File: src/rtl/mux_sequencer.sv
// Transmit-side sequencer that drives the 10-way symbol mux select every clock.
// Frames upstream bytes with STP/END/EDB, pads frames to ALIGN symbols and inserts periodic COM+SKP sets.
module mux_sequencer #(
    parameter int SKP_INTERVAL = 16,
    parameter int SKP_COUNT    = 3,
    parameter int ALIGN        = 4
) (
    input  logic       seqCLK,
    input  logic       seqRST_n,
    input  logic       tlpVLD,
    input  logic       tlpLAST,
    output logic       tlpRDY,
    output logic [3:0] muxCTRL,
    output logic       seqBUSY
);

    // state    | meaning
    // IDLE     | link idle, IDL symbols; chooses skip or new frame
    // SKP_COM  | COM symbol opening a skip ordered set
    // SKP_SYM  | SKP symbols, SKP_COUNT cycles
    // STP      | start-of-frame symbol
    // DATA     | upstream byte on the bus is sent and consumed
    // END      | good end of frame
    // EDB      | frame nullified after upstream underflow
    // PAD      | filler until the frame length is a multiple of ALIGN

    localparam int TW = (SKP_INTERVAL > 2) ? $clog2(SKP_INTERVAL) : 1;
    localparam int FW = (ALIGN > 2) ? $clog2(ALIGN) : 1;

    localparam logic [TW-1:0] TIMER_LAST = TW'(SKP_INTERVAL - 1);
    localparam logic [2:0]    SYM_LAST   = 3'(SKP_COUNT - 1);

    localparam logic [3:0] CODE_TLP = 4'b0000;
    localparam logic [3:0] CODE_COM = 4'b0001;
    localparam logic [3:0] CODE_PAD = 4'b0010;
    localparam logic [3:0] CODE_SKP = 4'b0011;
    localparam logic [3:0] CODE_STP = 4'b0100;
    localparam logic [3:0] CODE_END = 4'b0110;
    localparam logic [3:0] CODE_EDB = 4'b0111;
    localparam logic [3:0] CODE_IDL = 4'b1001;

    typedef enum logic [2:0] {
        S_IDLE,
        S_SKP_COM,
        S_SKP_SYM,
        S_STP,
        S_DATA,
        S_END,
        S_EDB,
        S_PAD
    } state_t;

    state_t          state;
    state_t          state_next;
    logic [TW-1:0]   timer;
    logic [TW-1:0]   timer_inc;
    logic            skp_pend;
    logic [2:0]      sym_cnt;
    logic [FW-1:0]   frame_cnt;
    logic [FW-1:0]   frame_cnt_inc;
    logic            frame_aligned;
    logic            in_frame;

    function automatic logic [3:0] ctrl_code(input state_t s);
        case (s)
            S_SKP_COM: ctrl_code = CODE_COM;
            S_SKP_SYM: ctrl_code = CODE_SKP;
            S_STP:     ctrl_code = CODE_STP;
            S_DATA:    ctrl_code = CODE_TLP;
            S_END:     ctrl_code = CODE_END;
            S_EDB:     ctrl_code = CODE_EDB;
            S_PAD:     ctrl_code = CODE_PAD;
            default:   ctrl_code = CODE_IDL;
        endcase
    endfunction

    // frame_cnt holds the symbols already sent; the current symbol makes it frame_cnt+1
    assign timer_inc     = timer + 1'b1;
    assign frame_cnt_inc = frame_cnt + 1'b1;
    assign frame_aligned = (frame_cnt_inc == '0);
    assign in_frame      = (state == S_STP) || (state == S_DATA) || (state == S_END) ||
                           (state == S_EDB) || (state == S_PAD);

    always_comb begin
        state_next = state;
        case (state)
            S_IDLE: begin
                if (skp_pend)
                    state_next = S_SKP_COM;
                else if (tlpVLD)
                    state_next = S_STP;
            end
            S_SKP_COM: state_next = S_SKP_SYM;
            S_SKP_SYM: begin
                if (sym_cnt == SYM_LAST)
                    state_next = S_IDLE;
            end
            S_STP: state_next = S_DATA;
            S_DATA: begin
                if (!tlpVLD)
                    state_next = S_EDB;
                else if (tlpLAST)
                    state_next = S_END;
            end
            S_END, S_EDB, S_PAD: begin
                state_next = frame_aligned ? S_IDLE : S_PAD;
            end
            default: state_next = S_IDLE;
        endcase
    end

    always_ff @(posedge seqCLK or negedge seqRST_n) begin
        if (!seqRST_n) begin
            state     <= S_IDLE;
            muxCTRL   <= CODE_IDL;
            tlpRDY    <= 1'b0;
            seqBUSY   <= 1'b0;
            timer     <= '0;
            skp_pend  <= 1'b0;
            sym_cnt   <= '0;
            frame_cnt <= '0;
        end else begin
            state   <= state_next;
            muxCTRL <= ctrl_code(state_next);
            tlpRDY  <= (state_next == S_DATA);
            seqBUSY <= (state_next != S_IDLE);

            // timer saturates at TIMER_LAST with skp_pend held until the COM is issued
            if (state_next == S_SKP_COM) begin
                timer    <= '0;
                skp_pend <= 1'b0;
            end else if (timer != TIMER_LAST) begin
                timer <= timer_inc;
                if (timer_inc == TIMER_LAST)
                    skp_pend <= 1'b1;
            end

            if (state == S_SKP_COM)
                sym_cnt <= '0;
            else if (state == S_SKP_SYM)
                sym_cnt <= sym_cnt + 1'b1;

            if (state_next == S_STP)
                frame_cnt <= '0;
            else if (in_frame)
                frame_cnt <= frame_cnt_inc;
        end
    end

endmodule
File: config.mk
export PLATFORM = sky130hd
export DESIGN_NAME = mux_sequencer
export DESIGN_NICKNAME = d
export VERILOG_FILES = /design/src/rtl/mux_sequencer.sv
export SDC_FILE = /design/constraint.sdc
export NUM_CORES = 1
export LEC_CHECK = 0
export BUFFER_PORTS_ARGS = -buffer_cell sky130_fd_sc_hd__buf_4
export CAP_MARGIN = 30
export CORE_MARGIN = 2
export CORE_UTILIZATION = 26
export CTS_BUF_LIST = sky130_fd_sc_hd__clkbuf_8
export CTS_CLUSTER_SIZE = 10
export DETAILED_ROUTE_END_ITERATION = 8
export GPL_TIMING_DRIVEN = 0
export SYNTH_ARGS = -nofsm -noshare
export SYNTH_HDL_FRONTEND = slang
export SYNTH_SLANG_ARGS = --single-unit
File: constraint.sdc
create_clock -name seqCLK -period 1.7 [get_ports seqCLK]
set_input_delay 0.34 -clock seqCLK [delete_from_list [all_inputs] [get_ports seqCLK]]
set_output_delay 0.34 -clock seqCLK [all_outputs]
set_load 0.02 [all_outputs]
=== After elaboration in Yosys (flattened, before gate mapping) ===
Index checks and enable logic that the tools add are counted.

* Bits in registers: 19
* Input port bits: 4
* Output and inout port bits: 6
* Logic and storage cells: 58

* Add/subtract/negate cells: 3
* Eq/ne operators: 17
* Muxes and demuxes: 17
* Reductions and logical operators: 13

{| class="wikitable"
|+ Operators by type and width
! kind !! number
|-
| $pmux W4 S7 || 1
|-
| $eq A3 B3 Y1 const B || 8
|-
| $mux W3 || 8
|-
| $pmux W3 S6 || 1
|-
| $eq A3 B2 Y1 const B || 5
|-
| $mux W4 || 2
|-
| $reduce_bool A2 Y1 || 4
|-
| $eq A3 B1 Y1 const B || 2
|-
| $add A4 B1 Y4 const B || 1
|-
| $eq A4 B4 Y1 const B || 1
|-
| $logic_or A1 B1 Y1 || 4
|-
| $mux W2 || 2
|-
| $ne A4 B4 Y1 const B || 1
|-
| $add A3 B1 Y3 const B || 1
|-
| $logic_not A3 Y1 || 1
|-
| $mux W1 || 3
|-
| $reduce_bool A3 Y1 || 1
|-
| $reduce_or A3 Y1 || 1
|-
| $add A2 B1 Y2 const B || 1
|-
| $logic_not A2 Y1 || 1
|-
| $reduce_and A2 Y1 || 1
|}

=== Longest topological paths before layout ===
Gate-level depths: netlist of the first run.

* Depth in word-level cells: 7
* Gate-level depth with buffers: 7
* Depth with buffers taken out: 7

=== Worst setup path after synthesis of the first run ===
Ideal clock, no wire load.

* Kind: register to register
* From: reg frame_cnt[0]
* To: reg frame_cnt[0]
* Library setup time: 133 ps
* Arrival: 1,447 ps
* Data required time: 1,567 ps
* Slack: 121 ps
* Cell stages (with the launch flop): 6
* Buffers on the path: 0
* Period minus slack after synthesis: 1,579 ps
* Path through: dfrtp_1 > ha_1 > nand2b_1 > mux2_4 > a2111oi_2 > o21ai_1

* Cells in the longest elaborated chain, start to end: 6
* Elaborated cells on any way between the ends: 8
* Those cells by class: 1 x add/sub; 1 x eq/ne; 4 x mux; 2 x reduce/logical

{| class="wikitable"
|+ Ends and longest elaborated chain
! what !! RTL line !! text
|-
| start: declaration || 59 || <nowiki>logic [FW-1:0] frame_cnt;</nowiki>
|-
| start signal: assignment || 146 || <nowiki>frame_cnt <= frame_cnt_inc;</nowiki>
|-
| $add A2 B1 Y2 (*) || 79 || <nowiki>assign frame_cnt_inc = frame_cnt + 1'b1;</nowiki>
|-
| $logic_not A2 Y1 || 80 || <nowiki>assign frame_aligned = (frame_cnt_inc == '0);</nowiki>
|-
| $mux W3 || 106 || <nowiki>state_next = frame_aligned ? S_IDLE : S_PAD;</nowiki>
|-
| $pmux W3 S6 || 86 || <nowiki>case (state)</nowiki>
|-
| $eq A3 B2 Y1 || 143 || <nowiki>if (state_next == S_STP)</nowiki>
|-
| $mux W2 or $reduce_bool A2 Y1 (tied branches) || n/a ||
|}

Every way passes the cells marked *; elsewhere a longest branch is shown, timed or not. The select of a mux whose other input is x is not followed.
A chain may end at the register's enable or synchronous reset.

=== Worst setup path in the final report of the first run ===
* From: reg frame_cnt[0]
* To: reg frame_cnt[1]

The elaborated chain is that of the path after synthesis.

==> flow_summary.json, run 1 <==
{
  "drt-total-wl_um": 1980,
  "synth_fp_nets": 108,
  "timing.final.setup_violations": 0,
  "hold_path_class": "in -> reg",
  "drive_gt1_share_pct": 30.5,
  "cp_class": "reg -> reg",
  "max-clock-path-buffers": 2,
  "grt_setup_unrepaired": "false",
  "layout.cells.most_common": "buf_4",
  "ys_ff_latch": 19,
  "htreeDepth": 1,
  "post_synth_instance_area_um2": 968,
  "finish.net_count": 128,
  "netSwitchingPower_mw": 1.12,
  "outcome": "finished clean",
  "peakVddDrop_mv": 0.417,
  "cts_tree": "built",
  "fp.coreArea_mm2": 0.00363,
  "area_growth_from_synthesis_to_layout_pct": 28.4,
  "grt_pass1_wl_um": 3310,
  "cp_slowest_cell": "dfrtp_1",
  "startpoint_type": "register",
  "cts_root_buf": "clkbuf_8",
  "hold_violations": 0,
  "max_freq_mhz": 625,
  "grt_overflow": 0,
  "period_needed_ps": 1600,
  "p_clk_share_pct": 11.9,
  "tightest_slew_ps": 563,
  "grt_antenna_before_repair": 0,
  "mostFrequentLayoutCells": "buf_4 (16), dfrtp_1 (15), nand2_1 (9), o21ai_0 (8), inv_1 (6)",
  "yosysWarnings": 0,
  "critical_path.n_buffers_inverters": 0,
  "largest_net_degree_at_the_start_of_global_routing": 20,
  "initialDrtViolationCount": 38,
  "critPathMaxStageDelay_ps": 380,
  "drcViolationCount": 0,
  "dieHeight_um": 65.0,
  "postLayoutCoreUtil_pct": 34.2,
  "clock_sinks": 19,
  "synth_simple_gate_area_share_pct": 19.1,
  "tritoncts.num_buffers": 3,
  "critPathRequiredTime_ps": 1830,
  "finalMaxSlewViolations": 0,
  "timing.max_cap.violations": 0,
  "postSynthAreaPerCell_um2": 9.78,
  "synth-compound-area-share_pct": 16.5,
  "slew_headroom_pct": 62.1,
  "port-buffer-count": 9,
  "n_antenna_cell": 0,
  "dpl.hpwl_um": 1400,
  "internal_power_mw": 1.51,
  "min_period_over_period_pct": 94.0,
  "mux_cell_area_share_after_synthesis_pct": 2.58,
  "yosysUniqueCellTypes": 33,
  "power_leakage_nw": 0.530,
  "gp_routability_congestion": 0.765,
  "detail_route.vias_per_cell": 4.76,
  "clk_latency_ps": 260,
  "part_of_the_power_in_registers_pct": 35.0,
  "combinational_family_with_the_most_area_after_synthesis": "simple AND/OR/NAND/NOR gates",
  "largest_delay_share_family_worst_path": "compound AO/OA/AOI/OAI gates",
  "combPwrFrac_pct": 53.0,
  "worstPathCellList": "ha_2 -> nand2b_1 -> mux2_4 -> a2111oi_4 -> o22ai_1",
  "drtAntennaViolNets": 0,
  "die_w_um": 65.0,
  "critPathArrivalTime_ps": 1730,
  "post_synth_fa_ha_maj_area_fraction_pct": 6.46,
  "synth_cells": 99,
  "fp.dieArea_mm2": 0.00423,
  "route.detailed.wl_per_inst_um": 11.9,
  "dr.pass1.iters": 4,
  "effective_utilization_at_floorplan_pct": 26.7,
  "worstSetupEndpointType": "register",
  "route.vias.total": 790,
  "timing.critical_path.fanout_max": 3,
  "placementRows": 22,
  "ys_seq_area_share_pct": 49.4,
  "holdWs_ps": 455,
  "power.density_mw_per_mm2": 2110,
  "clk_pin_slew_ps": 70,
  "i_o_pin_cnt": 10,
  "grt_pass1_vias": 741,
  "synth_xor_area_share_pct": 1.81,
  "grtUsageTotal_pct": 10.4,
  "post_route_skew_ps": 3.88,
  "power_switching_share_pct": 42.4
}
## layer usage
layer	routed length, um	part of all wire, %	global-route usage [%]	up-vias
met2	1010	51	17.3	11
li1	-	-	-	386
met5	0	0	0	-
met3	56	2.8	2.08	4
met4	35	1.8	5.47	0
met1	875	44	12.6	389
## cells by family after synthesis
kind of cell | Yosys count
and+or+nand+nor | 36
DFF | 19
buffers and inverters | 10
muxes | 2
adders and majority gates | 5
AOI/OAI and AO/OA | 25
xor gates and xnor gates | 2
## area by class of cell
| type | instances | area, um^2 |
|---|---|---|
| well taps | 48 | 60.1 |
| flip-flops and latches | 19 | 480 |
| multi-input cells | 70 | 497 |
| inverters | 8 | 30.0 |
| plain buffers | 2 | 15.0 |
| fillers | 378 | 2390 |
| clock buffers | 3 | 41.3 |
| clock inverters | 1 | 5.00 |
| repair buffers | 15 | 115 |
## power groups by stage
stage	sequential, mW	clock [mW]	combinational, mW
after global placement	0.881	0	1.13
after CTS	0.897	0.325	1.24
after floorplan	0.914	0	0.847
after global routing	0.961	0.340	1.56
final	0.921	0.314	1.40
after detailed placement	0.898	0	1.18
## state kept, by name (all words and copies together), names as in the netlist
signal	cells
frame_cnt	2
skp_pend	1
tlpRDY	1
sym_cnt	3
timer	4
state	3
seqBUSY	1
muxCTRL	4
## Yosys cell counts
cell type / number / area share (%)
nor2b_1: 3 / 1.9
nor4_1: 1 / 0.65
a22oi_1: 1 / 0.78
nand2_1: 9 / 3.5
a31oi_1: 2 / 1.3
o21ai_0: 8 / 4.1
a2111oi_2: 1 / 1.5
o32a_1: 1 / 1.0
and2_1: 1 / 0.65
mux2_4: 1 / 1.5
ha_1: 5 / 6.5
or3_1: 1 / 0.65
nor3b_1: 3 / 2.3
nor2_2: 1 / 0.65
inv_1: 6 / 2.3
o22ai_1: 2 / 1.3
nand3_1: 2 / 1.0
o21ai_1: 2 / 1.0
or2_2: 1 / 0.65
a21oi_2: 1 / 0.90
a211oi_1: 1 / 0.78
dfstp_2: 2 / 5.4
nand2b_1: 3 / 1.9
a2bb2oi_1: 1 / 0.90
xnor2_1: 2 / 1.8
buf_2: 2 / 1.0
nor3_1: 7 / 3.6
a21boi_0: 1 / 0.78
mux2i_1: 1 / 1.0
inv_2: 2 / 0.78
dfrtp_1: 17 / 44
a21oi_1: 4 / 2.1
nor2_1: 4 / 1.5
## final timing paths
kind	startpoint	to	slack, ps	cells after the start
setup reg to reg	frame_cnt[0]	frame_cnt[1]	100	5
hold / removal	tlpVLD	muxCTRL[1]	460	3
min in group asynchronous	seqRST_n	timer[2]	480	2
max in group asynchronous	seqRST_n	muxCTRL[3]	940	2
hold reg to reg	frame_cnt[1]	frame_cnt[1]	540	2
setup / recovery	frame_cnt[0]	frame_cnt[1]	100	5
## through the flow
stage	setup slack [ps]	area [um^2]	power, mW	TNS, ps	cells
global route	1.28	1240	2.86	0	166
CTS	-27.6	1180	2.46	-30.1	161
finish	101	1240	2.63	0	166
floorplan	121	968	1.76	0	99
detailed placement	-70.2	1100	2.08	-131	156
global placement	-46.3	1100	2.01	-108	156
## timing repair
| action | CTS | global route |
|---|---|---|
| hold endpoints to repair | 17 | 0 |
| gates resized for setup | 3 | 11 |
| pin swaps | 1 | 6 |
| setup endpoints to repair | 3 | 3 |
| buffers inserted | 0 | 5 |
| hold buffers | 1 | 0 |
## worst min-delay path: cells and delay by family
kind,cells,cell delay [ps]
AOI/OAI and AO/OA,2,230
buffers and inverters,1,100
Note: power is estimated with default switching activity, not from simulation.
==> run 2: changes to the inputs <==
PLACE_DENSITY_LB_ADDON = 0.3   (was not set)
==> run 2 against run 1 <==
- die area is the same
- largest power group unchanged
- worst hold slack worse by 7.1 ps
- first-iteration DRC count increased by 7.9%
- setup slack got worse by 9.8 ps
- design area down 0.40%
- fmax decreased by 0.61%
- via count fell by 4.1%
- highest routed layer unchanged
- clock skew grew 1.4 ps
- non-clock buffer count did not move
- routed wire length down 0.86%
- global-route usage is 0.39 points higher
- sequential power fell by 0.8%
==> flow_summary.json, run 2 (same netlist as run 1, synthesis figures left out) <==
{
  "grt_pass1_vias": 764,
  "n_antenna_cell": 0,
  "finalMaxSlewViolations": 0,
  "drtAntennaViolNets": 0,
  "drt-total-wl_um": 1960,
  "tightest_slew_ps": 533,
  "critPathRequiredTime_ps": 1830,
  "max_freq_mhz": 622,
  "grt_pass1_wl_um": 3430,
  "outcome": "finished clean",
  "area_growth_from_synthesis_to_layout_pct": 27.9,
  "max-clock-path-buffers": 2,
  "detail_route.vias_per_cell": 4.57,
  "timing.final.setup_violations": 0,
  "clk_latency_ps": 250,
  "critPathArrivalTime_ps": 1740,
  "route.detailed.wl_per_inst_um": 11.8,
  "largest_net_degree_at_the_start_of_global_routing": 20,
  "clock_sinks": 19,
  "gp_routability_congestion": 0.722,
  "power_leakage_nw": 0.529,
  "power.density_mw_per_mm2": 2090,
  "hold_path_class": "in -> reg",
  "drcViolationCount": 0,
  "dpl.hpwl_um": 1350,
  "grtUsageTotal_pct": 10.8,
  "cts_tree": "built",
  "grt_antenna_before_repair": 0,
  "port-buffer-count": 9,
  "effective_utilization_at_floorplan_pct": 26.7,
  "dr.pass1.iters": 4,
  "cp_class": "reg -> reg",
  "initialDrtViolationCount": 41,
  "postLayoutCoreUtil_pct": 34.1,
  "hold_violations": 0,
  "mostFrequentLayoutCells": "dfrtp_1 (16), buf_4 (15), o21ai_0 (8), nand2_1 (8), inv_1 (6)",
  "period_needed_ps": 1610,
  "finalInstanceArea_mm2": 0.00124,
  "peakVddDrop_mv": 0.538,
  "worstSetupEndpointType": "register",
  "startpoint_type": "register",
  "design_power_total_mw": 2.59,
  "post_place_cell_area_mm2": 0.00110,
  "fill_cell_total_of_the_finished_layout": 382,
  "clk_pin_slew_ps": 70,
  "tritoncts.num_buffers": 3,
  "finish.net_count": 128,
  "i_o_pin_cnt": 10,
  "layout.cells.most_common": "dfrtp_1",
  "cts_root_buf": "clkbuf_8",
  "top_flop_regs": "muxCTRL (4), timer (4)",
  "fp.dieArea_mm2": 0.00423,
  "min_period_over_period_pct": 94.6,
  "placementRows": 22,
  "htreeDepth": 1,
  "timing.max_cap.violations": 0,
  "post_route_skew_ps": 5.26,
  "route.vias.total": 758,
  "fp.coreArea_mm2": 0.00363,
  "grt_overflow": 0,
  "dp_cells": 156,
  "drive_gt1_share_pct": 30.5,
  "dieHeight_um": 65.0,
  "timing.critical_path.fanout_max": 10,
  "die_w_um": 65.0,
  "layoutNonFillerInstCount": 166,
  "slew_headroom_pct": 64.1
}
[run 2: final timing paths]
check / start / to / slack (ps) / depth (start not counted)
max: state[0] / seqBUSY / 90 / 6
min: tlpVLD / state[0] / 450 / 3
max reg2reg: state[0] / seqBUSY / 90 / 6
min reg2reg: frame_cnt[0] / frame_cnt[0] / 550 / 2
max in group asynchronous: seqRST_n / muxCTRL[0] / 940 / 2
min in group asynchronous: seqRST_n / skp_pend / 480 / 2
[run 2: stage by stage]
stage / worst slack, ps / hold WS, ps / setup TNS, ps
3_5_place_dp: -98.0 / 235 / -151
3_3_place_gp: -78.6 / 232 / -127
6_report: 91.4 / 448 / 0
5_1_grt: -16.1 / 469 / -27.6
4_1_cts: -10.1 / 485 / -10.1
2_1_floorplan: 121 / 44.4 / 0
[run 2: critical path, stage by stage, from the launching register on]
cell,delay (ps)
dfrtp_1,440
clkbuf_4,250
o21ai_0,90
nand2_1,110
o32a_1,170
inv_2,70
or3_1,360
[run 2: cell type report]
class / instances / area [um^2] / share of cell area (%)
multi-input cells: 70 / 493 / 39.8
flip-flops and latches: 19 / 479 / 38.7
repair buffers: 15 / 115 / 9.29
well taps: 48 / 60.1 / 4.85
clock buffers: 3 / 41.3 / 3.33
inverters: 8 / 30.0 / 2.42
plain buffers: 2 / 15.0 / 1.21
clock inverters: 1 / 5.00 / 0.404
[run 2: layer usage]
metal / vias to the layer above / wire length [um] / part of all wire (%) / GRT usage (%)
li1: 385 / - / - / -
met1: 363 / 853 / 43 / 13.7
met2: 8 / 1030 / 53 / 17.3
met3: 2 / 47 / 2.4 / 1.56
met4: 0 / 27 / 1.4 / 6.25
met5: - / 0 / 0 / 0
[run 2: power breakdown]
group          internal, mW  total, mW  switching (mW)
sequential            0.686      0.914           0.229
clock                 0.163      0.313           0.150
combinational         0.642       1.36           0.720
[run 2: repair_timing]
item                                    CTS  global route
gates resized for setup                   4             8
hold endpoints to repair                 17             0
buffers inserted                          0             5
pin swaps                                 1             5
endpoints found under the setup margin    3             4
hold buffers                              1             0
==> run 3: changes to the inputs <==
REMOVE_ABC_BUFFERS = 1   (was not set)
==> run 3 against run 2 <==
- clock power increased by 4%
- clock skew decreased by 1.5 ps
- power decreased by 1.0%
- non-clock buffer count is 1 lower
- register-to-register slack got worse by 30 ps
- clock-buffer cell count did not move
- cell count down 0.60%
- routed wire length decreased by 2.4%
- critical endpoint unchanged
- die area unchanged
- setup slack got worse by 34 ps
- fmax shrank 2.1%
==> flow_summary.json, run 3 (same netlist as run 1, synthesis figures left out) <==
{
  "peakVddDrop_mv": 0.510,
  "startpoint_type": "register",
  "timing.max_cap.violations": 0,
  "clk_pin_slew_ps": 70,
  "route.vias.total": 764,
  "fp.coreArea_mm2": 0.00363,
  "worstSetupEndpointType": "register",
  "grtUsageTotal_pct": 9.67,
  "detail_route.vias_per_cell": 4.63,
  "hold_violations": 0,
  "drt-total-wl_um": 1920,
  "wl_met3_um": 61,
  "design_power_total_mw": 2.56,
  "critical_path.n_buffers_inverters": 2,
  "effective_utilization_at_floorplan_pct": 26.7,
  "wl_met2_um": 932,
  "power_leakage_nw": 0.522,
  "i_o_pin_cnt": 10,
  "timing.final.setup_violations": 0,
  "timing.critical_path.fanout_max": 6,
  "register_to_register_path_setup_slack_ps": 60,
  "drtAntennaViolNets": 0,
  "post_place_cell_area_mm2": 0.00109,
  "routedLengthMet1_um": 873,
  "critPathLaunch": "sym_cnt[0]",
  "clock_sinks": 19,
  "area_growth_from_synthesis_to_layout_pct": 26.1,
  "critPathArrivalTime_ps": 1790,
  "finish.net_count": 127,
  "tightest_slew_ps": 533,
  "largest_net_degree_at_the_start_of_global_routing": 20,
  "dr.pass1.iters": 5,
  "post_route_skew_ps": 3.73,
  "cp_class": "reg -> reg",
  "initialDrtViolationCount": 28,
  "r2r_cells": 7,
  "cts_root_buf": "clkbuf_8",
  "clk_latency_ps": 260,
  "grt_overflow": 0,
  "grt_setup_unrepaired": "true",
  "max-clock-path-buffers": 2,
  "finalInstanceArea_mm2": 0.00122,
  "critPathRequiredTime_ps": 1850,
  "grt_antenna_before_repair": 0,
  "placementRows": 22,
  "period_needed_ps": 1640,
  "grt_pass1_wl_um": 3150,
  "holdWs_ps": 488,
  "drcViolationCount": 0,
  "max_freq_mhz": 609,
  "outcome": "finished clean",
  "die_w_um": 65.0,
  "power.density_mw_per_mm2": 2100,
  "n_antenna_cell": 0,
  "mostFrequentLayoutCells": "dfrtp_1 (15), buf_4 (15), nand2_1 (9), o21ai_0 (8)",
  "tritoncts.num_buffers": 3,
  "cp_slowest_cell": "dfrtp_1",
  "hold_path_class": "in -> async",
  "largest_delay_share_family_worst_path": "compound AO/OA/AOI/OAI gates",
  "top_flop_regs": "muxCTRL (4), timer (4)",
  "critPathMaxStageDelay_ps": 400,
  "grt_pass1_vias": 685,
  "totalNegativeSetupSlack_ps": 0,
  "finalMaxSlewViolations": 0,
  "slew_headroom_pct": 64.2,
  "dpl.hpwl_um": 1270,
  "route.detailed.wl_per_inst_um": 11.6,
  "maxUsedRoutingLayer": "met4",
  "reg2reg_from": "sym_cnt[0]",
  "fill_cell_total_of_the_finished_layout": 399,
  "worstPathCellList": "inv_1 -> ha_1 -> nand2b_1 -> a21oi_2 -> o32a_1 -> inv_2 -> or3_1",
  "port-buffer-count": 9,
  "crit-reg2reg-capture": "seqBUSY",
  "cts_tree": "built",
  "dieHeight_um": 65.0,
  "gp_routability_congestion": 0.766,
  "fp.dieArea_mm2": 0.00423,
  "drive_gt1_share_pct": 28.2,
  "min_period_over_period_pct": 96.6,
  "htreeDepth": 1
}
run 3: area by class of cell:
class / count / area, um^2 / share of cell area [%]
clock buffers: 3 / 41.3 / 3.38
multi-input cells: 70 / 482 / 39.4
flip-flops and latches: 19 / 480 / 39.3
repair buffers: 16 / 123 / 10.0
well taps: 48 / 60.1 / 4.92
clock inverters: 1 / 5.00 / 0.410
inverters: 8 / 30.0 / 2.46
run 3: timing repair:
| action | 4_1_cts | 5_1_grt |
|---|---|---|
| pin swaps | 1 | 4 |
| gates cloned | 0 | 0 |
| gates resized for setup | 3 | 4 |
| endpoints found under the hold margin | 17 | 0 |
| setup buffers | 0 | 6 |
| hold buffers | 1 | 0 |
| endpoints found under the setup margin | 2 | 9 |
run 3: per-layer routing:
layer / GRT usage, % / vias to the layer above
met2: 14.4 / 10
met5: 0 / -
met3: 1.91 / 5
met1: 13.0 / 368
li1: - / 381
met4: 5.47 / 0
run 3: worst max path at each step:
stage | slack, ps | end | depth (start not counted)
5_1_grt | -40 | seqBUSY | 7
4_1_cts | -20 | seqBUSY | 7
2_1_floorplan | 110 | frame_cnt[0] | 5
6_report | 60 | seqBUSY | 7
3_5_place_dp | -110 | frame_cnt[0] | 4
3_3_place_gp | -70 | frame_cnt[1] | 4
run 3: power breakdown:
group / internal (mW) / switching (mW)
registers: 0.687 / 0.292
logic: 0.628 / 0.631
clock network: 0.163 / 0.161
total: 1.48 / 1.08
run 3: stage by stage:
stage	utilization [%]	setup slack (ps)	instances
after floorplan	-	113	97
after global placement	29.9	-68.1	154
after detailed placement	29.9	-111	154
after CTS	32.0	-19.5	159
after global routing	33.6	-37.8	165
final	33.6	57.3	165
